**config.mk**
```make
export PLATFORM = sky130hd
export DESIGN_NAME = ldpcdec_cu_flat
export DESIGN_NICKNAME = d
export VERILOG_FILES = /design/src/rtl/ldpc_pkg.sv /design/src/rtl/ldpcdec_cu_if.sv /design/src/rtl/ldpcdec_addr_cnt.sv /design/src/rtl/ldpcdec_cu.sv /design/src/flat_wrapper.sv
export SDC_FILE = /design/constraint.sdc
export NUM_CORES = 1
export LEC_CHECK = 0
export BUFFER_PORTS_ARGS = -buffer_cell sky130_fd_sc_hd__clkbuf_2
export CAP_MARGIN = 25
export CELL_PAD_IN_SITES_DETAIL_PLACEMENT = 1
export CELL_PAD_IN_SITES_GLOBAL_PLACEMENT = 2
export CORE_ASPECT_RATIO = 0.5
export CORE_MARGIN = 8
export CORE_UTILIZATION = 30
export CTS_CLUSTER_DIAMETER = 30
export DETAILED_ROUTE_END_ITERATION = 10
export PLACE_DENSITY_LB_ADDON = 0.2
export REMOVE_ABC_BUFFERS = 1
export SYNTH_ARGS = -nofsm -noshare
export SYNTH_HDL_FRONTEND = slang
export SYNTH_SLANG_ARGS = --single-unit
```
**constraint.sdc**
```tcl
create_clock -name clk -period 3.5 [get_ports clk]
set_clock_uncertainty 0.2 [all_clocks]
set_input_delay 0.525 -clock clk [delete_from_list [all_inputs] [get_ports clk]]
set_output_delay 0.525 -clock clk [all_outputs]
set_load 0.01 [all_outputs]
```
**src/rtl/ldpc_pkg.sv**
```systemverilog
// rtl/ldpc_pkg.sv - shared LDPC controller types and code-table lookups
package ldpc_pkg;

    typedef enum logic [1:0] {ST_IDLE = 2'd0, ST_LOAD = 2'd1, ST_DEC = 2'd2, ST_OUT = 2'd3} state_t;
    typedef enum logic [1:0] {RATE_1_2 = 2'd0, RATE_2_3 = 2'd1, RATE_3_4 = 2'd2, RATE_5_6 = 2'd3} rate_t;
    typedef enum logic [1:0] {Z27 = 2'd0, Z54 = 2'd1, Z81 = 2'd2, Z_RSVD = 2'd3} zlen_t;

    localparam logic [4:0] NCOL_LAST = 5'd23;

    function automatic logic [3:0] nlyr_of(input logic [1:0] rate);
        case (rate)
            RATE_1_2: return 4'd12;
            RATE_2_3: return 4'd8;
            RATE_3_4: return 4'd6;
            default:  return 4'd4;
        endcase
    endfunction

    function automatic logic [4:0] ncol_msg_of(input logic [1:0] rate);
        case (rate)
            RATE_1_2: return 5'd12;
            RATE_2_3: return 5'd16;
            RATE_3_4: return 5'd18;
            default:  return 5'd20;
        endcase
    endfunction

    // The reserved length code decodes as Z81.
    function automatic logic [1:0] cvmax_of(input logic [1:0] zlen);
        return (zlen == Z_RSVD) ? 2'd2 : zlen;
    endfunction

endpackage

```
**src/rtl/ldpcdec_cu_if.sv**
```systemverilog
// rtl/ldpcdec_cu_if.sv - LLR input beat stream between source and decoder controller
interface ldpcdec_cu_if #(
    parameter int LLRW   = 6,
    parameter int ITER_W = 5
) ();
    logic                  vld_in;
    logic                  sop_in;
    logic [3:0]            mode_in;
    logic [ITER_W-1:0]     max_iter_in;
    logic [27*LLRW-1:0]    data_in;
    logic                  rdy_in;

    modport master (output vld_in, sop_in, mode_in, max_iter_in, data_in, input rdy_in);
    modport slave  (input vld_in, sop_in, mode_in, max_iter_in, data_in, output rdy_in);
endinterface

```
**src/rtl/ldpcdec_addr_cnt.sv**
```systemverilog
// rtl/ldpcdec_addr_cnt.sv - column/sub-block counter with cvmax wrap and terminal-count flag
module ldpcdec_addr_cnt (
    input  logic       clk,
    input  logic       rst_n,
    input  logic       srst,
    input  logic       inc,
    input  logic [1:0] cvmax,
    input  logic [4:0] col_last,
    output logic [4:0] col,
    output logic [1:0] sub,
    output logic       last
);
    assign last = (col == col_last) && (sub == cvmax);

    // Wrapping to zero on the terminal count leaves the counter ready for the next packet.
    always_ff @(posedge clk or negedge rst_n) begin
        if (!rst_n) begin
            col <= '0;
            sub <= '0;
        end else if (srst) begin
            col <= '0;
            sub <= '0;
        end else if (inc) begin
            if (last) begin
                col <= '0;
                sub <= '0;
            end else if (sub == cvmax) begin
                col <= col + 5'd1;
                sub <= '0;
            end else begin
                sub <= sub + 2'd1;
            end
        end
    end
endmodule

```
**src/rtl/ldpcdec_cu.sv**
```systemverilog
// rtl/ldpcdec_cu.sv - LDPC decoder controller: LLR load, layered decode with early exit, hard-bit readout
module ldpcdec_cu
    import ldpc_pkg::*;
#(
    parameter int LLRW   = 6,
    parameter int ITER_W = 5
) (
    input  logic                clk,
    input  logic                rst_n,
    input  logic                srst,
    ldpcdec_cu_if.slave         in_if,
    input  logic                lyr_done,
    input  logic                synd_ok,
    output logic [1:0]          state,
    output logic [3:0]          mode,
    output logic                wr_en,
    output logic [6:0]          wr_addr,
    output logic [27*LLRW-1:0]  wr_data,
    output logic                lyr_start,
    output logic [3:0]          lyr_idx,
    output logic [ITER_W-1:0]   iter_cnt,
    output logic                rd_en,
    output logic [6:0]          rd_addr,
    output logic                vld_out,
    output logic                sop_out,
    output logic                eop_out,
    output logic                dec_ok
);
    state_t            state_q, state_d;
    logic [1:0]        cvmax_q, w_cvmax;
    logic [3:0]        nlyr_q;
    logic [4:0]        ncol_q;
    logic [ITER_W-1:0] max_iter_q;
    logic              dec_first, busy;
    logic              accept, sop_acc, ld_beat, done_acc, last_lyr, dec_exit, issue;
    logic [4:0]        wcol, rcol;
    logic [1:0]        wsub, rsub;
    logic              wlast, rlast;

    assign in_if.rdy_in = (state_q == ST_IDLE) || (state_q == ST_LOAD);
    assign accept   = in_if.vld_in & in_if.rdy_in;
    assign sop_acc  = accept & in_if.sop_in & (state_q == ST_IDLE);
    assign ld_beat  = sop_acc | (accept & (state_q == ST_LOAD));
    // The sop beat is counted before cvmax_q is latched, so take its geometry from the input.
    assign w_cvmax  = (state_q == ST_IDLE) ? cvmax_of(in_if.mode_in[3:2]) : cvmax_q;
    assign done_acc = lyr_done & busy & (state_q == ST_DEC);
    assign last_lyr = (lyr_idx == nlyr_q - 4'd1);
    assign dec_exit = done_acc & last_lyr &
                      (synd_ok | (({1'b0, iter_cnt} + {{ITER_W{1'b0}}, 1'b1}) == {1'b0, max_iter_q}));
    assign issue    = dec_first | (done_acc & ~dec_exit);
    assign rd_en    = (state_q == ST_OUT);
    assign rd_addr  = {rcol, rsub};
    assign state    = state_q;

    ldpcdec_addr_cnt u_wr_cnt (
        .clk(clk), .rst_n(rst_n), .srst(srst), .inc(ld_beat), .cvmax(w_cvmax),
        .col_last(NCOL_LAST), .col(wcol), .sub(wsub), .last(wlast)
    );

    ldpcdec_addr_cnt u_rd_cnt (
        .clk(clk), .rst_n(rst_n), .srst(srst), .inc(rd_en), .cvmax(cvmax_q),
        .col_last(ncol_q - 5'd1), .col(rcol), .sub(rsub), .last(rlast)
    );

    always_comb begin
        state_d = state_q;
        case (state_q)
            ST_IDLE: if (sop_acc)          state_d = ST_LOAD;
            ST_LOAD: if (accept && wlast)  state_d = ST_DEC;
            ST_DEC:  if (dec_exit)         state_d = ST_OUT;
            ST_OUT:  if (rlast)            state_d = ST_IDLE;
            default:                       state_d = ST_IDLE;
        endcase
    end

    always_ff @(posedge clk or negedge rst_n) begin
        if (!rst_n) begin
            state_q <= ST_IDLE; mode <= '0; cvmax_q <= '0; nlyr_q <= '0; ncol_q <= '0;
            max_iter_q <= '0; wr_en <= 1'b0; wr_addr <= '0; wr_data <= '0; dec_first <= 1'b0;
            busy <= 1'b0; lyr_start <= 1'b0; lyr_idx <= '0; iter_cnt <= '0; dec_ok <= 1'b0;
            vld_out <= 1'b0; sop_out <= 1'b0; eop_out <= 1'b0;
        end else if (srst) begin
            state_q <= ST_IDLE; mode <= '0; cvmax_q <= '0; nlyr_q <= '0; ncol_q <= '0;
            max_iter_q <= '0; wr_en <= 1'b0; wr_addr <= '0; wr_data <= '0; dec_first <= 1'b0;
            busy <= 1'b0; lyr_start <= 1'b0; lyr_idx <= '0; iter_cnt <= '0; dec_ok <= 1'b0;
            vld_out <= 1'b0; sop_out <= 1'b0; eop_out <= 1'b0;
        end else begin
            state_q <= state_d;
            wr_en   <= ld_beat;
            if (ld_beat) begin
                wr_addr <= {wcol, wsub};
                wr_data <= in_if.data_in;
            end
            if (sop_acc) begin
                mode       <= in_if.mode_in;
                cvmax_q    <= cvmax_of(in_if.mode_in[3:2]);
                nlyr_q     <= nlyr_of(in_if.mode_in[1:0]);
                ncol_q     <= ncol_msg_of(in_if.mode_in[1:0]);
                max_iter_q <= (in_if.max_iter_in == '0) ? ITER_W'(1) : in_if.max_iter_in;
                lyr_idx    <= '0;
                iter_cnt   <= '0;
            end
            // Layer issue is delayed one cycle past DEC entry so the last LLR write lands first.
            dec_first <= (state_q == ST_LOAD) && (state_d == ST_DEC);
            lyr_start <= issue;
            if (issue)         busy <= 1'b1;
            else if (done_acc) busy <= 1'b0;
            if (done_acc) begin
                if (last_lyr) begin
                    lyr_idx <= '0;
                    if (iter_cnt != '1) iter_cnt <= iter_cnt + ITER_W'(1);
                end else begin
                    lyr_idx <= lyr_idx + 4'd1;
                end
            end
            if (dec_exit) dec_ok <= synd_ok;
            vld_out <= rd_en;
            sop_out <= rd_en & (rcol == 5'd0) & (rsub == 2'd0);
            eop_out <= rd_en & rlast;
        end
    end
endmodule

```
**src/flat_wrapper.sv**
```systemverilog
// flat-port wrapper written by rule: the top's interface ports become plain ports
module ldpcdec_cu_flat import ldpc_pkg::*;
#(
    parameter int LLRW   = 6,
    parameter int ITER_W = 5
)
  (clk, rst_n, srst, lyr_done, synd_ok, state, mode, wr_en, wr_addr, wr_data, lyr_start, lyr_idx, iter_cnt, rd_en, rd_addr, vld_out, sop_out, eop_out, dec_ok, in_if_vld_in, in_if_sop_in, in_if_mode_in, in_if_max_iter_in, in_if_data_in, in_if_rdy_in);
  ldpcdec_cu_if #(.LLRW(LLRW), .ITER_W(ITER_W)) in_if_i ();
  input  logic clk;
  input  logic rst_n;
  input  logic srst;
  input  logic lyr_done;
  input  logic synd_ok;
  output logic [1:0] state;
  output logic [3:0] mode;
  output logic wr_en;
  output logic [6:0] wr_addr;
  output logic [27*LLRW-1:0] wr_data;
  output logic lyr_start;
  output logic [3:0] lyr_idx;
  output logic [ITER_W-1:0] iter_cnt;
  output logic rd_en;
  output logic [6:0] rd_addr;
  output logic vld_out;
  output logic sop_out;
  output logic eop_out;
  output logic dec_ok;
  input wire logic [$bits(in_if_i.vld_in)-1:0] in_if_vld_in;
  input wire logic [$bits(in_if_i.sop_in)-1:0] in_if_sop_in;
  input wire logic [$bits(in_if_i.mode_in)-1:0] in_if_mode_in;
  input wire logic [$bits(in_if_i.max_iter_in)-1:0] in_if_max_iter_in;
  input wire logic [$bits(in_if_i.data_in)-1:0] in_if_data_in;
  output wire logic [$bits(in_if_i.rdy_in)-1:0] in_if_rdy_in;
  assign in_if_i.vld_in = in_if_vld_in;
  assign in_if_i.sop_in = in_if_sop_in;
  assign in_if_i.mode_in = in_if_mode_in;
  assign in_if_i.max_iter_in = in_if_max_iter_in;
  assign in_if_i.data_in = in_if_data_in;
  assign in_if_rdy_in = in_if_i.rdy_in;
  ldpcdec_cu #(.LLRW(LLRW), .ITER_W(ITER_W)) u_core (.clk(clk), .rst_n(rst_n), .srst(srst), .in_if(in_if_i), .lyr_done(lyr_done), .synd_ok(synd_ok), .state(state), .mode(mode), .wr_en(wr_en), .wr_addr(wr_addr), .wr_data(wr_data), .lyr_start(lyr_start), .lyr_idx(lyr_idx), .iter_cnt(iter_cnt), .rd_en(rd_en), .rd_addr(rd_addr), .vld_out(vld_out), .sop_out(sop_out), .eop_out(eop_out), .dec_ok(dec_ok));
endmodule
```
==> results by group, run 1 <==
Status
  • Outcome: complete, no violations

Synth
  • Post-synthesis register bit count: 219
  • Largest family of logic cells by synthesized area: simple AND/OR/NAND/NOR gates
  • Post-synthesis simple-gate area fraction: 19.45%
  • Post-synthesis mux area share: 0.2290%
  • Post-synthesis compound-gate area fraction: 13.66%
  • Mapped Cells: 1017
  • Post-synthesis adder-cell area fraction: 1.751%
  • Main synth FF type: dfrtp_1
  • Synth warnings: 0
  • Synth Cell Area: 0.009290 mm²
  • Seq/Total Area, Yosys: 58.99%
  • Mean Syn Cell Area: around 9 µm²
  • Netlist cell types: 52
  • EDFF count, synth: 0
  • Post-synthesis async set-or-reset flop share: 100.0%
  • Post-Synth XOR/XNOR Area: 2.478%

Worst setup path
  • CP max stage cell: nor4_1
  • Worst Path Max Fanout: 6
  • Setup CP Type: reg2reg
  • Worst path max stage delay: 0.46 ns
  • Worst-path cell chain: ha_1, and3_1, ha_1, xor2_1, nor4_1, a31oi_1, o21ai_0, a21oi_1
  • Critical path capture point type: register
  • Critical Path AT: approximately 2.8 ns
  • Most used cell, CP: ha_1
  • CP Launch Type: register
  • Required time worst endpoint: between 3 and 4 ns
  • R2R Setup Slk: 0.81 ns

STA
  • RSZ-0062 raised after global routing: false
  • Fmax: 0.3715 GHz
  • Final setup violation count: 0
  • Least-Margin Pin Slew: 0.8843 ns
  • Setup TNS: 0 ns
  • Slew Viols, Final: 0
  • Max-slew headroom: 40.88%
  • Final period util: 76.91%
  • Min Hold Slack: 0.02970 ns
  • Tmin final: 2.692 ns
  • Final hold vios: 0

Drt
  • Routed WL per cell: 18.65 µm
  • Final WL: 33.91 mm
  • Vias post-DR: 8522
  • Final ANT Viol Nets: 0
  • DRC: 0
  • First DRT Iteration DRCs: 426
  • Via-to-Cell Ratio: 4.688
  • DRT Pass-1 Iters: 4

Placement
  • Dpl cells: 1737
  • RD Place Congestion: between 0.7 and 0.8
  • DP HPWL: roughly 24 mm
  • IO buf count: 376
  • Placed cell area: 0.01160 mm²

Global routing
  • Largest net degree at the start of global routing: 96
  • GRT overflow: 0
  • Global-route wire length before repair: about 53 mm
  • Number of global-route vias before repair: 9191
  • GRT Util Overall: ~18%
  • Initial antenna violation count: 2

Floorplan
  • Row count: 45
  • Core area: 0.03040 mm²
  • Starting density of the core: 30.56%
  • Width of the die: about 260 µm
  • Chip height: roughly 140 µm
  • Die area: around 0.037 mm²
  • Ports: 377

Clocking
  • Cts repair resizes: 0
  • CTS tree: done
  • CTS Sinks: 219
  • Clk slew on worst S/H paths: 0.05 ns
  • Maximum clock path buffer count: 3
  • H-tree Lvls: 2
  • Worst-Skew Late Latency: 0.51 ns
  • CTS root buffer: clkbuf_16
  • TritonCTS buffer count: 39

Final layout
  • Post-Layout Cell Count: 1818
  • Area Growth Syn to Fin: 39.53%
  • Final #Nets: between 1.5k and 2k
  • Layout cells sized above 1: around 32%
  • Commonest non-fill, non-tap cell in the layout: nand2_1
  • Fin area: 0.01296 mm²
  • Most frequent cells in the layout: nand2_1, clkbuf_2, dfrtp_1, a21oi_1, clkbuf_16

Power
  • Cell Pwr Density: 543.9 mW/mm²
  • Max VDD drop: 0.2932 mV
  • Tot Pwr: approximately 7.1 mW
  • LEAKAGE: 6.490 nW

Worst hold path
  • HP Class: in2reg

Run
  • Maxcap violations: 0
==> sequential cells by signal, summed over array words and instances (netlist names), 4 cells and up <==
register / count
u_core.wr_data: 162
u_core.max_iter_q: 5
u_core.iter_cnt: 5
u_core.u_rd_cnt.col: 5
u_core.u_wr_cnt.col: 5
u_core.mode: 4
u_core.lyr_idx: 4
u_core.wr_addr: 7
==> layout make-up <==
| class | instances | area (µm²) |
|---|---|---|
| multi-input combinational | 715 | 3497 |
| clock buffer | 51 | 1074 |
| clock inverter | 17 | 170.2 |
| inverter | 15 | 56.30 |
| timing repair buffer | 400 | 2181 |
| sequential | 219 | 5480 |
| tap | 399 | 499.2 |
| antenna | 2 | 5.005 |
| fill | 3609 | 17440 |
==> metal layers <==
layer  vias up  track usage (%)  wire length [µm]
met5         -                0                 0
met4         0            6.255              1027
met3        60            3.634              1241
met2       145            33.70             18810
met1      4228            19.29             12820
li1       4089                -                 -
==> Yosys cell counts, types with 2 or more instances <==
cell,n,share of area [%]
a41o_1,2,0.22
ha_1,13,1.8
nand2_1,379,15
xor2_1,14,1.3
nand4_1,3,0.20
nand2b_1,2,0.13
and3_1,3,0.20
o21bai_1,2,0.16
nor2_1,20,0.81
inv_1,15,0.61
a31oi_1,3,0.20
nor3_1,7,0.38
xnor2_1,7,0.66
a211oi_1,2,0.16
a211o_1,2,0.19
nand3b_1,6,0.48
o21a_1,2,0.16
nor3b_1,4,0.32
dfrtp_1,219,59
clkbuf_1,66,2.7
or2_2,2,0.13
nand4b_1,2,0.19
or3_1,3,0.20
nand3_1,5,0.27
o2111ai_1,2,0.19
a21oi_1,198,11
o21ai_0,9,0.48
==> stage by stage <==
stage	setup slack [ns]	util (%)
4_1_cts	0.8039	42.62
3_3_place_gp	0.9568	38.16
2_1_floorplan	-3.943	-
6_report	0.8082	42.63
3_5_place_dp	0.8216	38.16
5_1_grt	0.6277	42.63
==> where the power goes <==
| part | internal (mW) | total (mW) | switching, mW |
|---|---|---|---|
| combinational | 0.268 | 0.714 | 0.447 |
| clock | 2.32 | 3.62 | 1.30 |
| sequential | 2.65 | 2.72 | 0.0676 |
==> final timing paths <==
kind | start | end | cells past startpoint
min in group asynchronous | rst_n | u_core.u_rd_cnt.col[0]$_DFFE_PN0P_ | 2
worst max-delay path | u_core.iter_cnt[0]$_DFF_PN0_ | u_core.busy$_DFFE_PN0P_ | 8
max in group asynchronous | rst_n | u_core.wr_data[30]$_DFFE_PN0P_ | 3
worst min-delay path | in_if_data_in[45] | u_core.wr_data[45]$_DFFE_PN0P_ | 3
worst min register to register | u_core.u_wr_cnt.col[4]$_DFFE_PN0P_ | u_core.u_wr_cnt.col[4]$_DFFE_PN0P_ | 1
worst max register to register | u_core.iter_cnt[0]$_DFF_PN0_ | u_core.busy$_DFFE_PN0P_ | 8
==> what timing repair did <==
action                                  CTS  global route
endpoints found under the hold margin    90             0
endpoints found under the setup margin    0             0
buffers inserted                          0             0
hold buffers                             11             0
==> cells by family (layout without fill, tap and decap cells) <==
kind of cell / count (synthesis) / after routing
other: 0 / 2
buffers and inverters: 83 / 483
DFF: 219 / 219
AOI/OAI and AO/OA: 233 / 233
muxes: 2 / 2
adders and majority gates: 13 / 13
xor gates and xnor gates: 23 / 23
and+or+nand+nor: 444 / 444
==> critical path, delay by kind of cell, from the launching register on <==
family / cells / cell delay, ns
simple gates: 2 / 0.64
fa+ha+maj: 2 / 0.58
compound gates: 3 / 0.49
flops: 1 / 0.45
xor+xnor: 1 / 0.17
Note: power is estimated with default switching activity, not from simulation.
==> inputs of run 2 (changes only) <==
- CORE_UTILIZATION: 30 -> 28
- clock period: 3.5 -> 2.75 ns (I/O delays scaled with it)
==> run 2 against run 1 <==
Via count grew 11%. Sequential share of layout area down 6.0 points. Clock power grew 56%. Combinational power grew 62%. Wire length grew 12%. Cell count rose by 12%. Worst setup slack lost 0.66 ns. Die area grew 6.5%. Clock-buffer cell count up 5. Largest cell class unchanged.
==> results by group, run 2 (same netlist as run 1, synthesis figures left out) <==
STA
  • Max-slew headroom: 57.79%
  • Slew Viols, Final: 0
  • RSZ-0062 raised after global routing: false
  • Final period util: between 90% and 100%
  • Fmax: between 0.3 and 0.4 GHz
  • Final setup violation count: 0
  • Least-Margin Pin Slew: 0.6314 ns
  • Final hold vios: 0
  • Tmin final: approximately 2.6 ns
  • Min Hold Slack: 0.1232 ns

Worst setup path
  • Reg2reg end: u_core.state[0]$_DFF_PN0_
  • Most used cell, CP: ha_1
  • Critical path capture point type: register
  • CP top delay family: simple AND/OR/NAND/NOR gates
  • Worst Path Max Fanout: 6
  • Worst path max stage delay: 0.44 ns
  • Critical Path AT: about 2.9 ns
  • Required time worst endpoint: approximately 3 ns
  • Setup CP Type: reg2reg
  • CP max stage cell: dfrtp_1
  • R2R cell count: 8
  • Worst-path cell chain: ha_1, and3_1, ha_1, xor2_1, nor4_1, a31oi_1, o21ai_0, o31a_1
  • R2R Setup Slk: around 0.15 ns
  • CP Launch Type: register
  • CP Buf/Inv Count: 0
  • Worst reg2reg startpoint: u_core.iter_cnt[0]$_DFF_PN0_

Global routing
  • Initial antenna violation count: 1
  • Number of global-route vias before repair: 10.72k
  • GRT overflow: 0
  • GRT Util Overall: 18.72%
  • Global-route wire length before repair: a little under 60 mm
  • Largest net degree at the start of global routing: 72

Clocking
  • CTS root buffer: clkbuf_16
  • Post-CTS Setup Inserts: 0
  • Worst-Skew Late Latency: 0.52 ns
  • TritonCTS buffer count: 45
  • CTS tree: done
  • Maximum clock path buffer count: 3
  • H-tree Lvls: 2
  • Clk slew on worst S/H paths: 0.05 ns
  • CTS Sinks: 219

Power
  • LEAKAGE: approximately 7.4 nW
  • Switch share: 25.08%
  • Share of total power in combinational logic: a little under an eighth
  • P_sw: about 2.6 mW
  • Flop pwr share: 33.7%
  • Max VDD drop: 0.3697 mV
  • Cell Pwr Density: 678.8 mW/mm²
  • Internal power: 7.684 mW
  • Clock share of power: 55.0%

Final layout
  • Fin area: 0.01511 mm²
  • Max FFs per register: ~160
  • Area Growth Syn to Fin: 62.64%
  • Reg with most FFs: u_core.wr_data
  • Final #Nets: 1758
  • Commonest non-fill, non-tap cell in the layout: nand2_1
  • Layout cells sized above 1: 30.27%
  • Fillers: 3836
  • Most frequent cells in the layout: nand2_1, clkbuf_2, dfrtp_1, a21oi_1, dlygate4sd3_1
  • Regs by FF count: u_core.wr_data (162), u_core.wr_addr (7)

Floorplan
  • Die area: 0.03962 mm²
  • Chip height: ~140 µm
  • Row count: 47
  • Width of the die: 273.6 µm
  • Ports: 377
  • Core area: roughly 0.033 mm²
  • Starting density of the core: 28.26%

Drt
  • Final WL: 38.04 mm
  • Via-to-Cell Ratio: 4.608
  • Final ANT Viol Nets: 0
  • Vias post-DR: 9423
  • DRT Pass-1 Iters: 4
  • Routed WL per cell: ~19 µm
  • First DRT Iteration DRCs: 386
  • DRC: 0

Status
  • Outcome: complete, no violations

Placement
  • DP HPWL: ~25 mm
  • RD Place Congestion: 0.7847
  • Placed cell area: 0.01180 mm²
  • IO buf count: 376

Worst hold path
  • Hold Startpoint: srst
  • HP Class: in2reg
  • Hold Path Stages: 2
  • Worst Hold Path EP: u_core.u_rd_cnt.col[0]$_DFFE_PN0P_

Run
  • Maxcap violations: 0
-- run 2: power groups by stage --
stage	Combinational [mW]	Sequential [mW]	Clock (mW)
floorplan	0.323	3.56	0
global placement	0.940	3.50	0
detailed placement	0.961	3.51	0
CTS	1.17	3.46	5.79
global route	1.27	3.48	5.97
finish	1.16	3.46	5.64
-- run 2: through the flow --
step                      setup WS, ns  utilization, %  std cells  total power [mW]  TNS [ns]
after detailed placement        0.1552           35.89       1788             4.470         0
after global routing          0.003947           45.96       2044             10.72         0
after global placement          0.2090           35.89       1788             4.442         0
after floorplan                 -4.693               -        949             3.886   -796.08
final                           0.1457           45.96       2045             10.26         0
after CTS                       0.1421           45.95       2043             10.43         0
-- run 2: metal layers --
metal  vias to the layer above  track usage (%)  wire [µm]
li1                       4454                -          -
met1                      4668            20.18      14290
met2                       198            35.17      20590
met3                       103            3.855       1432
met4                         0            8.745       1739
met5                         -                0          0
-- run 2: worst max-delay path by stage --
stage	startpoint	to	cells past startpoint
after floorplan	u_core.state[0]$_DFF_PN0_	u_core.u_wr_cnt.col[0]$_DFFE_PN0P_	3
after global placement	u_core.iter_cnt[0]$_DFF_PN0_	u_core.busy$_DFFE_PN0P_	8
after detailed placement	u_core.iter_cnt[0]$_DFF_PN0_	u_core.state[0]$_DFF_PN0_	8
after CTS	u_core.iter_cnt[0]$_DFF_PN0_	u_core.state[0]$_DFF_PN0_	8
after global routing	u_core.iter_cnt[0]$_DFF_PN0_	u_core.busy$_DFFE_PN0P_	8
final	u_core.iter_cnt[0]$_DFF_PN0_	u_core.state[0]$_DFF_PN0_	8
-- run 2: area by class of cell --
cell class / count / area, µm² / share of cell area [%]
sequential: 219 / 5480 / 36.27
timing repair buffer: 571 / 3945 / 26.11
multi-input combinational: 715 / 3497 / 23.15
clock buffer: 56 / 1259 / 8.331
tap: 441 / 551.8 / 3.652
clock inverter: 26 / 315.3 / 2.087
inverter: 15 / 56.30 / 0.3726
antenna: 2 / 5.005 / 0.03312
-- run 2: repair_timing --
action	in CTS	in global routing
hold buffers	173	0
resized for setup	0	0
hold endpoints to repair	394	0
-- run 2: worst register-to-register path: stages (launching register included) --
cell and delay [ns]:
dfrtp_1 0.44, ha_1 0.28, and3_1 0.18, ha_1 0.30, xor2_1 0.17, nor4_1 0.42
a31oi_1 0.19, o21ai_0 0.22, o31a_1 0.15
